--- config.mk ---
export PLATFORM = sky130hd
export DESIGN_NAME = p1_cache_controller
export DESIGN_NICKNAME = d
export VERILOG_FILES = /design/src/rtl/p1_cache_controller.sv
export SDC_FILE = /design/constraint.sdc
export NUM_CORES = 1
export LEC_CHECK = 0
export CORE_UTILIZATION = 30
export CTS_BUF_LIST = sky130_fd_sc_hd__clkbuf_8
export DETAILED_ROUTE_END_ITERATION = 8
export PLACE_DENSITY_LB_ADDON = 0.1
export SYNTH_ARGS = -nofsm -noshare
export SYNTH_HDL_FRONTEND = slang
export SYNTH_SLANG_ARGS = --single-unit
export TNS_END_PERCENT = 10
--- constraint.sdc ---
create_clock -name clk -period 4.2 [get_ports clk]
set_input_delay 1.05 -clock clk [delete_from_list [all_inputs] [get_ports clk]]
set_output_delay 1.05 -clock clk [all_outputs]
set_load 0.02 [all_outputs]
--- src/rtl/p1_cache_controller.sv ---
// Processor-1 private L1 controller: direct-mapped MSI cache, directory requests and probe handling.
// Optional hit/miss statistics counters are enabled by defining CACHE_STATS_EN.
module p1_cache_controller #(
  parameter int NUM_LINES = 4
) (
  input  logic       clk,
  input  logic       rst_n,
  input  logic       proc_valid,
  input  logic       operationP1,
  input  logic [7:0] addressP1,
  input  logic [7:0] dataP1,
  output logic       proc_stall,
  output logic       proc_done,
  output logic [7:0] proc_rdata,
  output logic       dir_req_valid,
  output logic [1:0] dir_req_type,
  output logic [7:0] dir_req_addr,
  output logic [7:0] dir_req_data,
  input  logic       dir_req_ready,
  input  logic       dir_resp_valid,
  input  logic [7:0] dir_resp_data,
  input  logic       dir_probe_valid,
  input  logic       dir_probe_type,
  input  logic [7:0] dir_probe_addr,
  output logic       probe_ack,
  output logic [7:0] probe_data
`ifdef CACHE_STATS_EN
  ,
  output logic [15:0] hit_count,
  output logic [15:0] miss_count
`endif
);

  localparam int IDXW = $clog2(NUM_LINES);
  localparam int TAGW = 8 - IDXW;

  localparam logic [1:0] GetS = 2'd0;
  localparam logic [1:0] GetM = 2'd1;
  localparam logic [1:0] PutM = 2'd2;

  typedef enum logic [1:0] {IDLE, WB, REQ, WAIT} stateT;
  typedef enum logic [1:0] {MSI_I = 2'd0, MSI_S = 2'd1, MSI_M = 2'd2} msiT;

  stateT state, nextState;

  msiT            lineState [NUM_LINES];
  logic [TAGW-1:0] lineTag  [NUM_LINES];
  logic [7:0]      lineData [NUM_LINES];

  logic       reqOp;
  logic [7:0] reqAddr;
  logic [7:0] reqData;

  logic [IDXW-1:0] procIdx, probeIdx, reqIdx;
  logic [TAGW-1:0] procTag, probeTag, reqTag;

  assign procIdx  = addressP1[IDXW-1:0];
  assign procTag  = addressP1[7:IDXW];
  assign probeIdx = dir_probe_addr[IDXW-1:0];
  assign probeTag = dir_probe_addr[7:IDXW];
  assign reqIdx   = reqAddr[IDXW-1:0];
  assign reqTag   = reqAddr[7:IDXW];

  logic probeHit;
  msiT  probeNewState;
  msiT  procState;
  logic tagMatch;
  logic procHit;
  logic needWb;

  // The processor lookup sees the line as it will be after a same-cycle probe.
  always_comb begin
    probeHit      = dir_probe_valid && (lineTag[probeIdx] == probeTag) && (lineState[probeIdx] != MSI_I);
    probeNewState = MSI_I;
    if (dir_probe_type)
      probeNewState = (lineState[probeIdx] == MSI_M) ? MSI_S : lineState[probeIdx];
    procState = lineState[procIdx];
    if (probeHit && (probeIdx == procIdx))
      procState = probeNewState;
    tagMatch = (lineTag[procIdx] == procTag);
    procHit  = proc_valid && tagMatch && (operationP1 ? (procState == MSI_M) : (procState != MSI_I));
    needWb   = (procState == MSI_M) && !tagMatch;
  end

  always_comb begin
    nextState     = state;
    proc_stall    = 1'b0;
    dir_req_valid = 1'b0;
    dir_req_type  = GetS;
    dir_req_addr  = 8'h00;
    dir_req_data  = 8'h00;
    case (state)
      IDLE: begin
        if (proc_valid && !procHit) begin
          proc_stall = 1'b1;
          nextState  = needWb ? WB : REQ;
        end
      end
      WB: begin
        proc_stall = 1'b1;
        // A probe may have taken the victim away; then there is nothing to write back.
        if (lineState[reqIdx] == MSI_M) begin
          dir_req_valid = 1'b1;
          dir_req_type  = PutM;
          dir_req_addr  = {lineTag[reqIdx], reqIdx};
          dir_req_data  = lineData[reqIdx];
          if (dir_req_ready)
            nextState = REQ;
        end else begin
          nextState = REQ;
        end
      end
      REQ: begin
        proc_stall    = 1'b1;
        dir_req_valid = 1'b1;
        dir_req_type  = reqOp ? GetM : GetS;
        dir_req_addr  = reqAddr;
        if (dir_req_ready)
          nextState = WAIT;
      end
      WAIT: begin
        proc_stall = 1'b1;
        if (dir_resp_valid)
          nextState = IDLE;
      end
      default: nextState = IDLE;
    endcase
  end

  always_ff @(posedge clk or negedge rst_n) begin
    if (!rst_n)
      state <= IDLE;
    else
      state <= nextState;
  end

  // Probe update is written first so that writeback and fill assignments win on the same line.
  always_ff @(posedge clk or negedge rst_n) begin
    if (!rst_n) begin
      for (int i = 0; i < NUM_LINES; i++) begin
        lineState[i] <= MSI_I;
        lineTag[i]   <= '0;
        lineData[i]  <= 8'h00;
      end
      reqOp      <= 1'b0;
      reqAddr    <= 8'h00;
      reqData    <= 8'h00;
      proc_done  <= 1'b0;
      proc_rdata <= 8'h00;
      probe_ack  <= 1'b0;
      probe_data <= 8'h00;
    end else begin
      proc_done  <= 1'b0;
      probe_ack  <= dir_probe_valid;
      probe_data <= (probeHit && (lineState[probeIdx] == MSI_M)) ? lineData[probeIdx] : 8'h00;
      if (probeHit)
        lineState[probeIdx] <= probeNewState;
      case (state)
        IDLE: begin
          if (procHit) begin
            proc_done <= 1'b1;
            if (operationP1) begin
              lineData[procIdx] <= dataP1;
              proc_rdata        <= dataP1;
            end else begin
              proc_rdata <= lineData[procIdx];
            end
          end else if (proc_valid) begin
            reqOp   <= operationP1;
            reqAddr <= addressP1;
            reqData <= dataP1;
          end
        end
        WB: begin
          if ((lineState[reqIdx] == MSI_M) && dir_req_ready)
            lineState[reqIdx] <= MSI_I;
        end
        WAIT: begin
          if (dir_resp_valid) begin
            lineTag[reqIdx]   <= reqTag;
            lineState[reqIdx] <= reqOp ? MSI_M : MSI_S;
            lineData[reqIdx]  <= reqOp ? reqData : dir_resp_data;
            proc_rdata        <= reqOp ? reqData : dir_resp_data;
            proc_done         <= 1'b1;
          end
        end
        default: ;
      endcase
    end
  end

`ifdef CACHE_STATS_EN
  always_ff @(posedge clk or negedge rst_n) begin
    if (!rst_n) begin
      hit_count  <= 16'h0000;
      miss_count <= 16'h0000;
    end else begin
      if ((state == IDLE) && procHit && (hit_count != 16'hFFFF))
        hit_count <= hit_count + 16'd1;
      if ((state == WAIT) && dir_resp_valid && (miss_count != 16'hFFFF))
        miss_count <= miss_count + 16'd1;
    end
  end
`endif

endmodule

=== Word level (Yosys, flattened, before mapping) ===
Index checks and enable logic that the tools add are counted.

* Register bits after elaboration: 101
* Bits of input ports: 40
* Word-level logic and storage cells: 153

* $lt $le $gt $ge: 6
* Eq/ne operators: 15
* Mux-type cells: 82
* Bitwise logic cells: 6
* Reductions and logical operators: 24

{| class="wikitable"
|+ Operators by type and width
! cell !! count
|-
| $mux 8 || 19
|-
| $mux 32 || 3
|-
| $bwmux 32 || 2
|-
| $pmux 32 s2 || 1
|-
| $bmux 8 s2 || 3
|-
| $pmux 8 s2 || 3
|-
| $mux 6 || 7
|-
| $mux 2 || 19
|-
| $bmux 6 s2 || 3
|-
| $demux 8 s2 || 2
|-
| $bwmux 24 || 1
|-
| $bwmux 8 || 2
|-
| $bmux 2 s2 || 3
|-
| $demux 6 s2 || 1
|-
| $eq 6x6->1 || 2
|-
| $logic_and 1x1->1 || 12
|-
| $eq 2x2->1 const B || 5
|-
| $ne 2x2->1 const B || 5
|-
| $ge 3x3->1 const B || 3
|-
| $lt 3x1->1 const B || 3
|-
| $not 2->3 || 3
|-
| $and 8x8->8 || 1
|-
| $demux 2 s2 || 2
|-
| $not 8->8 || 1
|-
| other kinds (15) || 27
|}

=== Logic depth before layout (Yosys ltp) ===
Gate-level depths: netlist of the first run.

* Depth after elaboration: 16
* Depth in mapped cells: 10
* Mapped depth without buffers: 8

=== Worst setup path before layout of the first run ===
Ideal clock, no wire load.

* Path kind: input -> output
* Start: input port dir_probe_addr[0]
* End: output port proc_stall
* Data arrival time: 3.190 ns
* Data required time: 3.150 ns
* Setup slack: -0.040 ns
* Stages on the path: 8
* Buffers on the path: 1
* Cell sequence: buf_6 > mux4_2 > xor2_1 > or2_4 > a2111o_1 > a21oi_2 > nor3_1 > o21ai_0

* Longest elaborated chain between the ends: 16
* Elaborated cells between the ends (all ways): 25
* Classes of those cells: 4 x eq/ne; 12 x mux; 1 x bitwise; 8 x reduce/logical

{| class="wikitable"
|+ RTL lines
! what !! RTL line !! source
|-
| start: declaration || 24 || <nowiki>input logic [7:0] dir_probe_addr,</nowiki>
|-
| $not 2->3 (implied by the code) || 73, 76 ||
|-
| $bmux 6 s2 || 73 || <nowiki>probeHit = dir_probe_valid && (lineTag[probeIdx] == probeTag) && (lineState[probeIdx] != MSI_I);</nowiki>
|-
| $mux 6 (implied by the code) (2 in a row) || 73 ||
|-
| $eq 6x6->1 || 73 ||
|-
| $logic_and 1x1->1 (2 in a row) || 73 ||
|-
| $logic_and 1x1->1 || 78 || <nowiki>if (probeHit && (probeIdx == procIdx))</nowiki>
|-
| $mux 2 * || 78 ||
|-
| $eq 2x2->1 / $reduce_bool 2->1 (equally long branches) || 81 || <nowiki>procHit = proc_valid && tagMatch && (operationP1 ? (procState == MSI_M) : (procState != MSI_I));</nowiki>
|-
| $mux 1 * || 81 ||
|-
| $logic_and 1x1->1 * || 81 ||
|-
| $logic_not 1->1 * || 94 || <nowiki>if (proc_valid && !procHit) begin</nowiki>
|-
| $logic_and 1x1->1 * || 94 ||
|-
| $mux 1 * || 94 ||
|-
| $pmux 1 s2 * || 92 || <nowiki>case (state)</nowiki>
|-
| end: declaration || 12 || <nowiki>output logic proc_stall,</nowiki>
|}

Mark *: on every way between the ends. The rest lies on a longest branch, timed or not. The select of a mux whose other input is x is not followed.

=== Worst setup path after layout of the first run ===
Ends and elaborated chain as after synthesis.

==> flow_summary.yaml, run 1 <==
place:
  dp_cells: 873
  dp_hpwl_mm: 14.3
  portBuffers: 77
  gp_congestion: 0.877
finish:
  area_delta_synth_final_pct: 30.7
  post_route_cells_drive_above_1_share: 0.363
  antenna_cells: 0
  nNetsFinal: 673
  finish.utilization: 0.405
  final_cell_count_no_fill: 903
routing:
  routedWlPerCell_um: 23.8
  ant_nets: 0
  vias: 5043
  drc: 0
  wirelength_mm: 21.5
  vias_per_cell: 5.58
  first_pass_iters: 4
  first_iter_violations: 218
clock_network:
  cts_buffers: 9
  cts_sinks: 101
  cts_tree: "yes"
  cts_buffer_depth: 2
  clk_latency_ns: 0.39
  clkTransAtPathRegs_ns: 0.10
  htreeDepth: 3
  cts_root_buffer: "clkbuf_8"
critical_path:
  crit_arrival_ns: 3.16
  worstSetupPathType: "primary input to primary output"
  cp.required_ns: 3.15
  critPathMaxFanout: 4
  startpoint_type: "primary input"
  end_kind: "primary output"
run_status:
  outcome: "finished, violations left"
  violations: "setup timing"
timing:
  hold_violations: 0
  drv_slew: 0
  fin_crit_sh: 1.00
  setup_viol: 2
  period_needed_ns: 4.21
  layout_setup_ws_ns: -0.00879
  slew_headroom: 0.297
  rsz0062_at_grt: "true"
  tightest_slew_ns: 1.05
  skew_ns: 0.0148
  clock.fmax_mhz: 238
synthesis:
  postSynthAreaPerCell_um2: 12.6
  async_flop_share: 1.00
  syn-instance-count: 504
  ys_ff_latch: 101
  synth_flop_cell: "dfrtp_1"
  synthesis.nets: 549
  syn_area_um2: 6340
  synth_edf_count: 0
  yosysWarnings: 0
  yosysSeqAreaShare: 0.398
  synth.distinct_cells: 48
grt:
  grt_pass1_vias: 5342
  grt.total_usage: 0.200
  grt_pass1_wl_mm: 32.5
  grt_overflow: 0
  antenna_found_initial: 0
  grt_max_degree: 63
die:
  initial_utilization: 0.310
  ioPinCount: 78
  die-area_um2: 21700
  die_h_um: 147
  design.core.area_um2: 20500
  row_count: 52
  dieWidth_um: 147
worst_hold_path:
  hold_class: "flip-flop to flip-flop"
power:
  leakage_nw: 3.53
  p_per_area_nw_per_um2: 620
  ir_drop_mv: 0.228
job:
  maxCapViolCount: 0
registers in the layout, summed over array words and instances (netlist names):
| signal | count |
|---|---|
| lineData | 32 |
| lineTag | 24 |
| lineState | 8 |
| probe_data | 8 |
| proc_rdata | 8 |
| reqAddr | 8 |
| reqData | 8 |
| state | 2 |
| probe_ack | 1 |
| proc_done | 1 |
| reqOp | 1 |
power breakdown:
group | leakage [nW] | internal [W] | switching (W)
sequential | 1.31 | 0.00135 | 0.000345
combinational | 2.11 | 0.00142 | 0.00133
clock | 0.109 | 0.000303 | 0.000399
total | 3.53 | 0.00307 | 0.00207
kinds of logic (layout without fill, tap and decap cells):
| logic type | Yosys count | count (layout) | share of synthesized area |
|---|---|---|---|
| compound gates | 90 | 90 | 0.102 |
| mux | 148 | 148 | 0.346 |
| flops | 101 | 101 | 0.398 |
| buf+inv | 41 | 170 | 0.0298 |
| simple gates | 103 | 103 | 0.0917 |
| fa+ha+maj | 5 | 5 | 0.00986 |
| xor+xnor | 16 | 16 | 0.0221 |
worst paths after layout:
path                                           startpoint                   endpoint  slack [ns]  depth (start not counted)
worst max-delay path                    dir_probe_addr[0]                 proc_stall      -0.009                         11
worst min-delay path            proc_rdata[0]$_DFFE_PN0P_  proc_rdata[0]$_DFFE_PN0P_        0.52                          1
worst max register to register    lineTag[11]$_DFFE_PN0P_     reqData[0]$_DFFE_PN0P_        0.40                         16
worst min register to register  proc_rdata[0]$_DFFE_PN0P_  proc_rdata[0]$_DFFE_PN0P_        0.52                          1
max in group asynchronous                           rst_n     lineState[1]$_DFF_PN0_        2.59                          2
min in group asynchronous                           rst_n    lineTag[19]$_DFFE_PN0P_        0.76                          1
layer usage:
| layer | global-route usage | up-vias | wire length [um] |
|---|---|---|---|
| met2 | 0.329 | 178 | 10500 |
| met3 | 0.0327 | 36 | 918 |
| met4 | 0.0737 | 0 | 545 |
| met5 | 0 | - | 0 |
| li1 | - | 2200 | - |
| met1 | 0.266 | 2629 | 9550 |
synth_stat cells, types with 3 or more instances:
| cell type | n | area [um2] |
|---|---|---|
| buf_1 | 7 | 26.3 |
| and2_1 | 9 | 56.3 |
| nand4b_1 | 3 | 26.3 |
| o32ai_2 | 4 | 65.1 |
| nand4_1 | 4 | 25.0 |
| nor2b_1 | 19 | 119 |
| and3_1 | 10 | 62.6 |
| a211oi_1 | 8 | 60.1 |
| nor2_1 | 10 | 37.5 |
| buf_2 | 3 | 15.0 |
| inv_1 | 9 | 33.8 |
| dfrtp_1 | 101 | 2530 |
| mux4_2 | 41 | 923 |
| xor2_1 | 3 | 26.3 |
| mux2_2 | 71 | 800 |
| xnor2_1 | 13 | 114 |
| nor3_1 | 8 | 40.0 |
| nand2b_1 | 11 | 68.8 |
| o22ai_1 | 42 | 263 |
| ha_1 | 5 | 62.6 |
| a22oi_1 | 6 | 45.0 |
| o21ai_0 | 5 | 25.0 |
| nand3_1 | 11 | 55.1 |
| mux2i_1 | 23 | 230 |
| mux2_4 | 9 | 135 |
| nand2_1 | 12 | 45.0 |
| mux4_1 | 4 | 105 |
| a21oi_1 | 11 | 55.1 |
| clkbuf_1 | 19 | 71.3 |
worst max-delay path: stages:
cell and delay (ns):
buf_12 0.09, buf_12 0.10, mux4_2 0.52, xnor2_2 0.20
nand3_2 0.13, buf_6 0.15, a2111oi_4 0.41, a21oi_4 0.08
nor3_4 0.20, o21ai_2 0.09, buf_6 0.13
cell usage in the layout, fill, tap and decap left out, types with 11 or more instances in the layout:
master,count
dfrtp_1,101
clkdlybuf4s50_1,72
mux4_2,41
a21oi_1,11
nand2_1,11
mux2_2,71
o22ai_1,42
nand2b_1,11
nor2b_1,19
mux2i_1,23
buf_4,55
metrics by stage:
stage	area, um2	hold WS (ns)	power, W	TNS, ns	worst slack [ns]
floorplan	6340	0.482	0.00334	0	0.113
global placement	7800	0.491	0.00426	-2.08	-0.936
detailed placement	7800	0.493	0.00429	-4.67	-1.01
CTS	8190	0.521	0.00509	-0.114	-0.113
global route	8290	0.544	0.00543	-0.948	-0.0926
finish	8290	0.518	0.00514	-0.0104	-0.00879
cell type report:
class                      instances  area (um2)
fill                            1986       12200
inverter                           9        33.8
tap                              270         338
sequential                       101        2530
multi-input combinational        362        3720
timing repair buffer             145        1460
clock inverter                     6        76.3
clock buffer                      10         138
repair_timing:
action	CTS	global route
resized for setup	20	18
hold buffers	0	0
endpoints found under the hold margin	0	0
pin swaps	5	9
buffers inserted	12	1
endpoints found under the setup margin	4	19
cloned	1	2
(Power assumes the default switching activity.)
==> run 2, diff against run 1 <==
Settings changed: CORE_UTILIZATION 30 to 40, CTS_CLUSTER_SIZE set to 20.
==> run 2 against run 1 <==
The flow now finishes without violations. Sequential cell count unchanged. Register-to-register slack worse by 0.03 ns. Setup slack better by 0.035 ns. Via count down 1.9%. Final area down 2.2%. Sequential share of layout area up 0.69 points. Critical path depth up 7. Critical endpoint is now reqData[6]$_DFFE_PN0P_. Largest cell class unchanged. Highest routed layer unchanged.
==> flow_summary.yaml, run 2 (same netlist as run 1, synthesis figures left out) <==
critical_path:
  worst-path-buf-inv: 11
  crit_family: "buffers and inverters"
  crit_arrival_ns: 4.46
  r2r_slack_ns: 0.37
  cpPeakStageDelay_ns: 0.50
  cp.required_ns: 4.49
  reg2reg_depth: 17
  cp_slowest_cell: "mux4_2"
  startpoint_type: "primary input"
  crit_end: "reqData[6]$_DFFE_PN0P_"
  cp_common_cell: "buf_4"
  startpoint: "dir_probe_addr[0]"
  worstReg2RegEnd: "reqData[6]$_DFFE_PN0P_"
  worstSetupPathType: "primary input to flip-flop"
  end_kind: "flip-flop"
  reg2reg_from: "lineTag[5]$_DFFE_PN0P_"
  path_cells: "buf_8 -> mux4_2 -> xor2_1 -> or2_4 -> buf_6 -> a2111oi_4 -> a21oi_2 -> buf_4 -> buf_4 -> buf_4 -> buf_4 -> buf_4 -> buf_4 -> buf_4 -> buf_4 -> o311a_4 -> buf_12 -> mux2_4"
  path_depth: 18
  critPathMaxFanout: 11
routing:
  wirelength_mm: 19.3
  ant_nets: 0
  drc: 0
  routedWlPerCell_um: 23.1
  first_pass_iters: 5
  vias_per_cell: 5.91
  vias: 4949
  first_iter_violations: 407
grt:
  grt_pass1_vias: 5080
  grt_overflow: 0
  grt_max_degree: 78
  antenna_found_initial: 0
  grt_pass1_wl_mm: 29.8
  grt.total_usage: 0.247
power:
  ir_drop_mv: 0.264
  p_per_area_nw_per_um2: 639
  leakage_nw: 3.46
die:
  die-area_um2: 16400
  design.core.area_um2: 15300
  initial_utilization: 0.414
  ioPinCount: 78
  row_count: 45
  dieWidth_um: 128
  die_h_um: 128
timing:
  tns_ns: 0
  hold_violations: 0
  slew_headroom: 0.290
  layout_setup_ws_ns: 0.0263
  drv_slew: 0
  period_needed_ns: 4.17
  skew_ns: 0.00998
  tightest_slew_ns: 1.06
  clock.fmax_mhz: 240
  rsz0062_at_grt: "true"
  setup_viol: 0
  fin_crit_sh: 0.994
finish:
  reg_top3: "lineData (32), lineTag (24)"
  area_delta_synth_final_pct: 27.9
  post_route_cells_drive_above_1_share: 0.348
  fillers: 1353
  antenna_cells: 0
  largest_reg_flops: 32
  final_common_cell: "dfrtp_1"
  nNetsFinal: 666
  final_cell_mix: "dfrtp_1 (101), mux2_2 (71), clkdlybuf4s50_1 (71)"
  finish.utilization: 0.530
  regMostFlops: "lineData"
job:
  maxCapViolCount: 0
run_status:
  outcome: "complete, no violations"
clock_network:
  cts_sinks: 101
  cts_tree: "yes"
  cts_buffers: 9
  clk_latency_ns: 0.39
  cts_root_buffer: "clkbuf_8"
  cts_buffer_depth: 2
  clkTransAtPathRegs_ns: 0.10
  htreeDepth: 3
  cts_hold_buf: 0
place:
  place_ws_ns: -0.919
  portBuffers: 77
  gp_congestion: 0.873
  dp_hpwl_mm: 13.1
worst_hold_path:
  hold_class: "flip-flop to flip-flop"
[run 2: layout make-up]
cell class	count	area [um2]	share of cell area
Multi-Input combinational cell	362	3670	0.453
Sequential cell	101	2530	0.312
Timing Repair Buffer	138	1360	0.168
Tap cell	211	264	0.0325
Clock buffer	10	138	0.0170
Clock inverter	6	116	0.0143
Inverter	9	33.8	0.00416
[run 2: layer usage]
layer,vias to the layer above,part of all wire,global-route usage
met4,0,0.023,0.0913
li1,2194,-,-
met1,2507,0.46,0.351
met2,210,0.44,0.363
met5,-,0,0
met3,38,0.077,0.0643
[run 2: where the power goes]
group / internal [W] / total [W] / switching, W
registers: 0.00135 / 0.00172 / 0.000378
clock network: 0.000418 / 0.000802 / 0.000384
logic: 0.00140 / 0.00266 / 0.00126
total: 0.00316 / 0.00518 / 0.00202
[run 2: worst min-delay path by stage]
stage	startpoint	end	slack, ns	cells past startpoint
2_1_floorplan	reqData[0]$_DFFE_PN0P_	reqData[0]$_DFFE_PN0P_	0.48	1
3_3_place_gp	reqData[5]$_DFFE_PN0P_	reqData[5]$_DFFE_PN0P_	0.49	1
3_5_place_dp	reqData[0]$_DFFE_PN0P_	reqData[0]$_DFFE_PN0P_	0.50	1
4_1_cts	proc_rdata[3]$_DFFE_PN0P_	proc_rdata[3]$_DFFE_PN0P_	0.52	1
5_1_grt	proc_rdata[0]$_DFFE_PN0P_	proc_rdata[0]$_DFFE_PN0P_	0.53	1
6_report	proc_rdata[0]$_DFFE_PN0P_	proc_rdata[0]$_DFFE_PN0P_	0.52	1
[run 2: repair_timing]
action / in CTS / in global routing
buffers inserted: 9 / 3
pin swaps: 5 / 4
gates resized for setup: 20 / 15
cloned: 0 / 1
endpoints found under the hold margin: 0 / 0
setup endpoints to repair: 1 / 21
[run 2: per-stage QoR]
| stage | hold slack (ns) | total power [W] | instances | cell area [um2] |
|---|---|---|---|---|
| CTS | 0.522 | 0.00512 | 834 | 8020 |
| detailed placement | 0.497 | 0.00424 | 809 | 7680 |
| global placement | 0.495 | 0.00419 | 809 | 7680 |
| global route | 0.533 | 0.00548 | 837 | 8110 |
| finish | 0.519 | 0.00518 | 837 | 8110 |
| floorplan | 0.482 | 0.00334 | 504 | 6340 |
==> run 3, diff against run 2 <==
--- a/config.mk
+++ b/config.mk
@@ -10,5 +10,6 @@
 export CTS_CLUSTER_SIZE = 20
 export DETAILED_ROUTE_END_ITERATION = 8
-export PLACE_DENSITY_LB_ADDON = 0.1
+export PLACE_DENSITY_LB_ADDON = 0.15
+export REMOVE_ABC_BUFFERS = 1
 export SYNTH_ARGS = -nofsm -noshare
 export SYNTH_HDL_FRONTEND = slang
==> constraint.sdc (replaced) <==
create_clock -name clk -period 4.2 [get_ports clk]
set_input_delay 0.42 -clock clk [delete_from_list [all_inputs] [get_ports clk]]
set_output_delay 0.42 -clock clk [all_outputs]
set_load 0.02 [all_outputs]
==> run 3 against run 2 <==
Combinational power down 8.6%. Sequential share of layout area is 2.1 points higher. Routed wire length fell by 0.89%. Via count shrank 0.69%. Sequential power about the same. Die area is the same. Clock power fell by 31%. Highest routed layer unchanged. Critical endpoint is now proc_stall. Largest cell class unchanged. First-iteration DRC count fell by 17%. Global-route usage rose by 0.17 points. Sequential cell count unchanged. Critical path type is now primary input to primary output.
==> flow_summary.yaml, run 3 (same netlist as run 1, synthesis figures left out) <==
timing:
  hold_ws_ns: 0.205
  fin_crit_sh: 0.953
  period_needed_ns: 4.00
  clock.fmax_mhz: 250
  drv_slew: 0
  rsz0062_at_grt: "false"
  tns_ns: 0
  slew_headroom: 0.281
  hold_violations: 0
  skew_ns: 0.00870
  tightest_slew_ns: 1.08
  setup_viol: 0
die:
  initial_utilization: 0.414
  design.core.area_um2: 15300
  die-area_um2: 16400
  ioPinCount: 78
  die_h_um: 128
  row_count: 45
  dieWidth_um: 128
clock_network:
  cts_resized: 0
  htreeDepth: 3
  cts_buffer_depth: 2
  clkTransAtPathRegs_ns: 0.10
  cts_tree: "yes"
  clk_latency_ns: 0.39
  cts_buffers: 9
  post-cts-setup-buffer-count: 0
  cts_hold_buf: 0
  cts_root_buffer: "clkbuf_8"
  cts_sinks: 101
critical_path:
  critPathMaxFanout: 9
  cp_common_cell: "clkdlybuf4s50_1"
  path_cells: "clkdlybuf4s50_1 -> mux2i_1 -> xnor2_1 -> or3_1 -> a2111o_1 -> a21oi_2 -> nor3_1 -> o21ai_0 -> clkdlybuf4s50_1"
  crit_arrival_ns: 3.58
  cp.required_ns: 3.78
  end_kind: "primary output"
  cp_slowest_cell: "clkdlybuf4s50_1"
  cpPeakStageDelay_ns: 0.77
  reg2reg_depth: 8
  startpoint_type: "primary input"
  worstSetupPathType: "primary input to primary output"
power:
  ir_drop_mv: 0.251
  p_per_area_nw_per_um2: 622
  leakage_nw: 3.19
finish:
  finish.utilization: 0.496
  largest_reg_flops: 32
  area_delta_synth_final_pct: 19.6
  post_route_cells_drive_above_1_share: 0.283
  final_cell_mix: "dfrtp_1 (101), clkdlybuf4s50_1 (75), mux2_2 (71)"
  regMostFlops: "lineData"
  final_common_cell: "dfrtp_1"
  nNetsFinal: 632
  reg_top3: "lineData (32), lineTag (24)"
  antenna_cells: 0
  fillers: 1375
  final_cell_area_um2: 7590
routing:
  ant_nets: 0
  first_iter_violations: 336
  drc: 0
  vias_per_cell: 6.13
  vias: 4915
  routedWlPerCell_um: 23.9
  first_pass_iters: 5
  wirelength_mm: 19.1
place:
  portBuffers: 77
  dp_hpwl_mm: 12.9
  placed_cell_area_um2: 7440
  gp_congestion: 0.893
grt:
  grt.total_usage: 0.249
  grt_overflow: 0
  grt_pass1_vias: 5175
  grt_pass1_wl_mm: 30.0
  grt_max_degree: 81
  antenna_found_initial: 0
job:
  maxCapViolCount: 0
worst_hold_path:
  hold_class: "primary input to async pin"
run_status:
  outcome: "complete, no violations"
[run 3: cell count changes in the layout (fill, tap and decap cells not counted), sizes merged]
| cell | delta |
|---|---|
| clkbuf | -3 |
| clkdlybuf4s50 | +4 |
| inv | +3 |
| buf | -35 |
| bufinv | -3 |
| dlymetal6s2s | -1 |
[run 3: per-layer routing]
metal | part of all wire | GRT usage | vias to the layer above
li1 | - | - | 2133
met4 | 0.032 | 0.125 | 0
met2 | 0.45 | 0.372 | 217
met5 | 0 | 0 | -
met1 | 0.44 | 0.345 | 2518
met3 | 0.069 | 0.0501 | 47
[run 3: cell type report]
type | instances | area (um2) | share of cell area
Clock buffer | 9 | 124 | 0.0163
Clock inverter | 6 | 27.5 | 0.00363
Inverter | 9 | 33.8 | 0.00445
Multi-Input combinational cell | 362 | 3630 | 0.478
Sequential cell | 101 | 2530 | 0.333
Tap cell | 211 | 264 | 0.0348
Timing Repair Buffer | 104 | 986 | 0.130
[run 3: worst paths after layout]
| path | start | end | slack, ns |
|---|---|---|---|
| worst max-delay path | dir_probe_addr[1] | proc_stall | 0.20 |
| worst min-delay path | rst_n | lineTag[9]$_DFFE_PN0P_ | 0.21 |
| worst max register to register | state[0]$_DFFE_PN0P_ | lineData[12]$_DFFE_PN0P_ | 1.04 |
| worst min register to register | proc_rdata[2]$_DFFE_PN0P_ | proc_rdata[2]$_DFFE_PN0P_ | 0.52 |
| max in group asynchronous | rst_n | probe_data[4]$_DFF_PN0_ | 3.04 |
| min in group clk | proc_rdata[2]$_DFFE_PN0P_ | proc_rdata[2]$_DFFE_PN0P_ | 0.52 |
[run 3: metrics by stage]
step	total power, W	cells	worst slack, ns
after floorplan	0.00328	472	1.16
after global placement	0.00410	787	0.151
after detailed placement	0.00416	787	0.128
after CTS	0.00472	802	0.113
after global routing	0.00501	802	0.0384
final	0.00472	802	0.199
[run 3: where the power goes]
group | internal, W | switching, W | total (W)
sequential | 0.00135 | 0.000393 | 0.00174
clock | 0.000204 | 0.000347 | 0.000551
combinational | 0.00124 | 0.00119 | 0.00243
total | 0.00279 | 0.00193 | 0.00472
[run 3: worst max-delay path: cells and delay by family]
kind	cells	cell delay [ns]
compound gates	3	0.87
xor+xnor	1	0.08
buf+inv	2	1.42
mux	1	0.28
simple gates	2	0.50
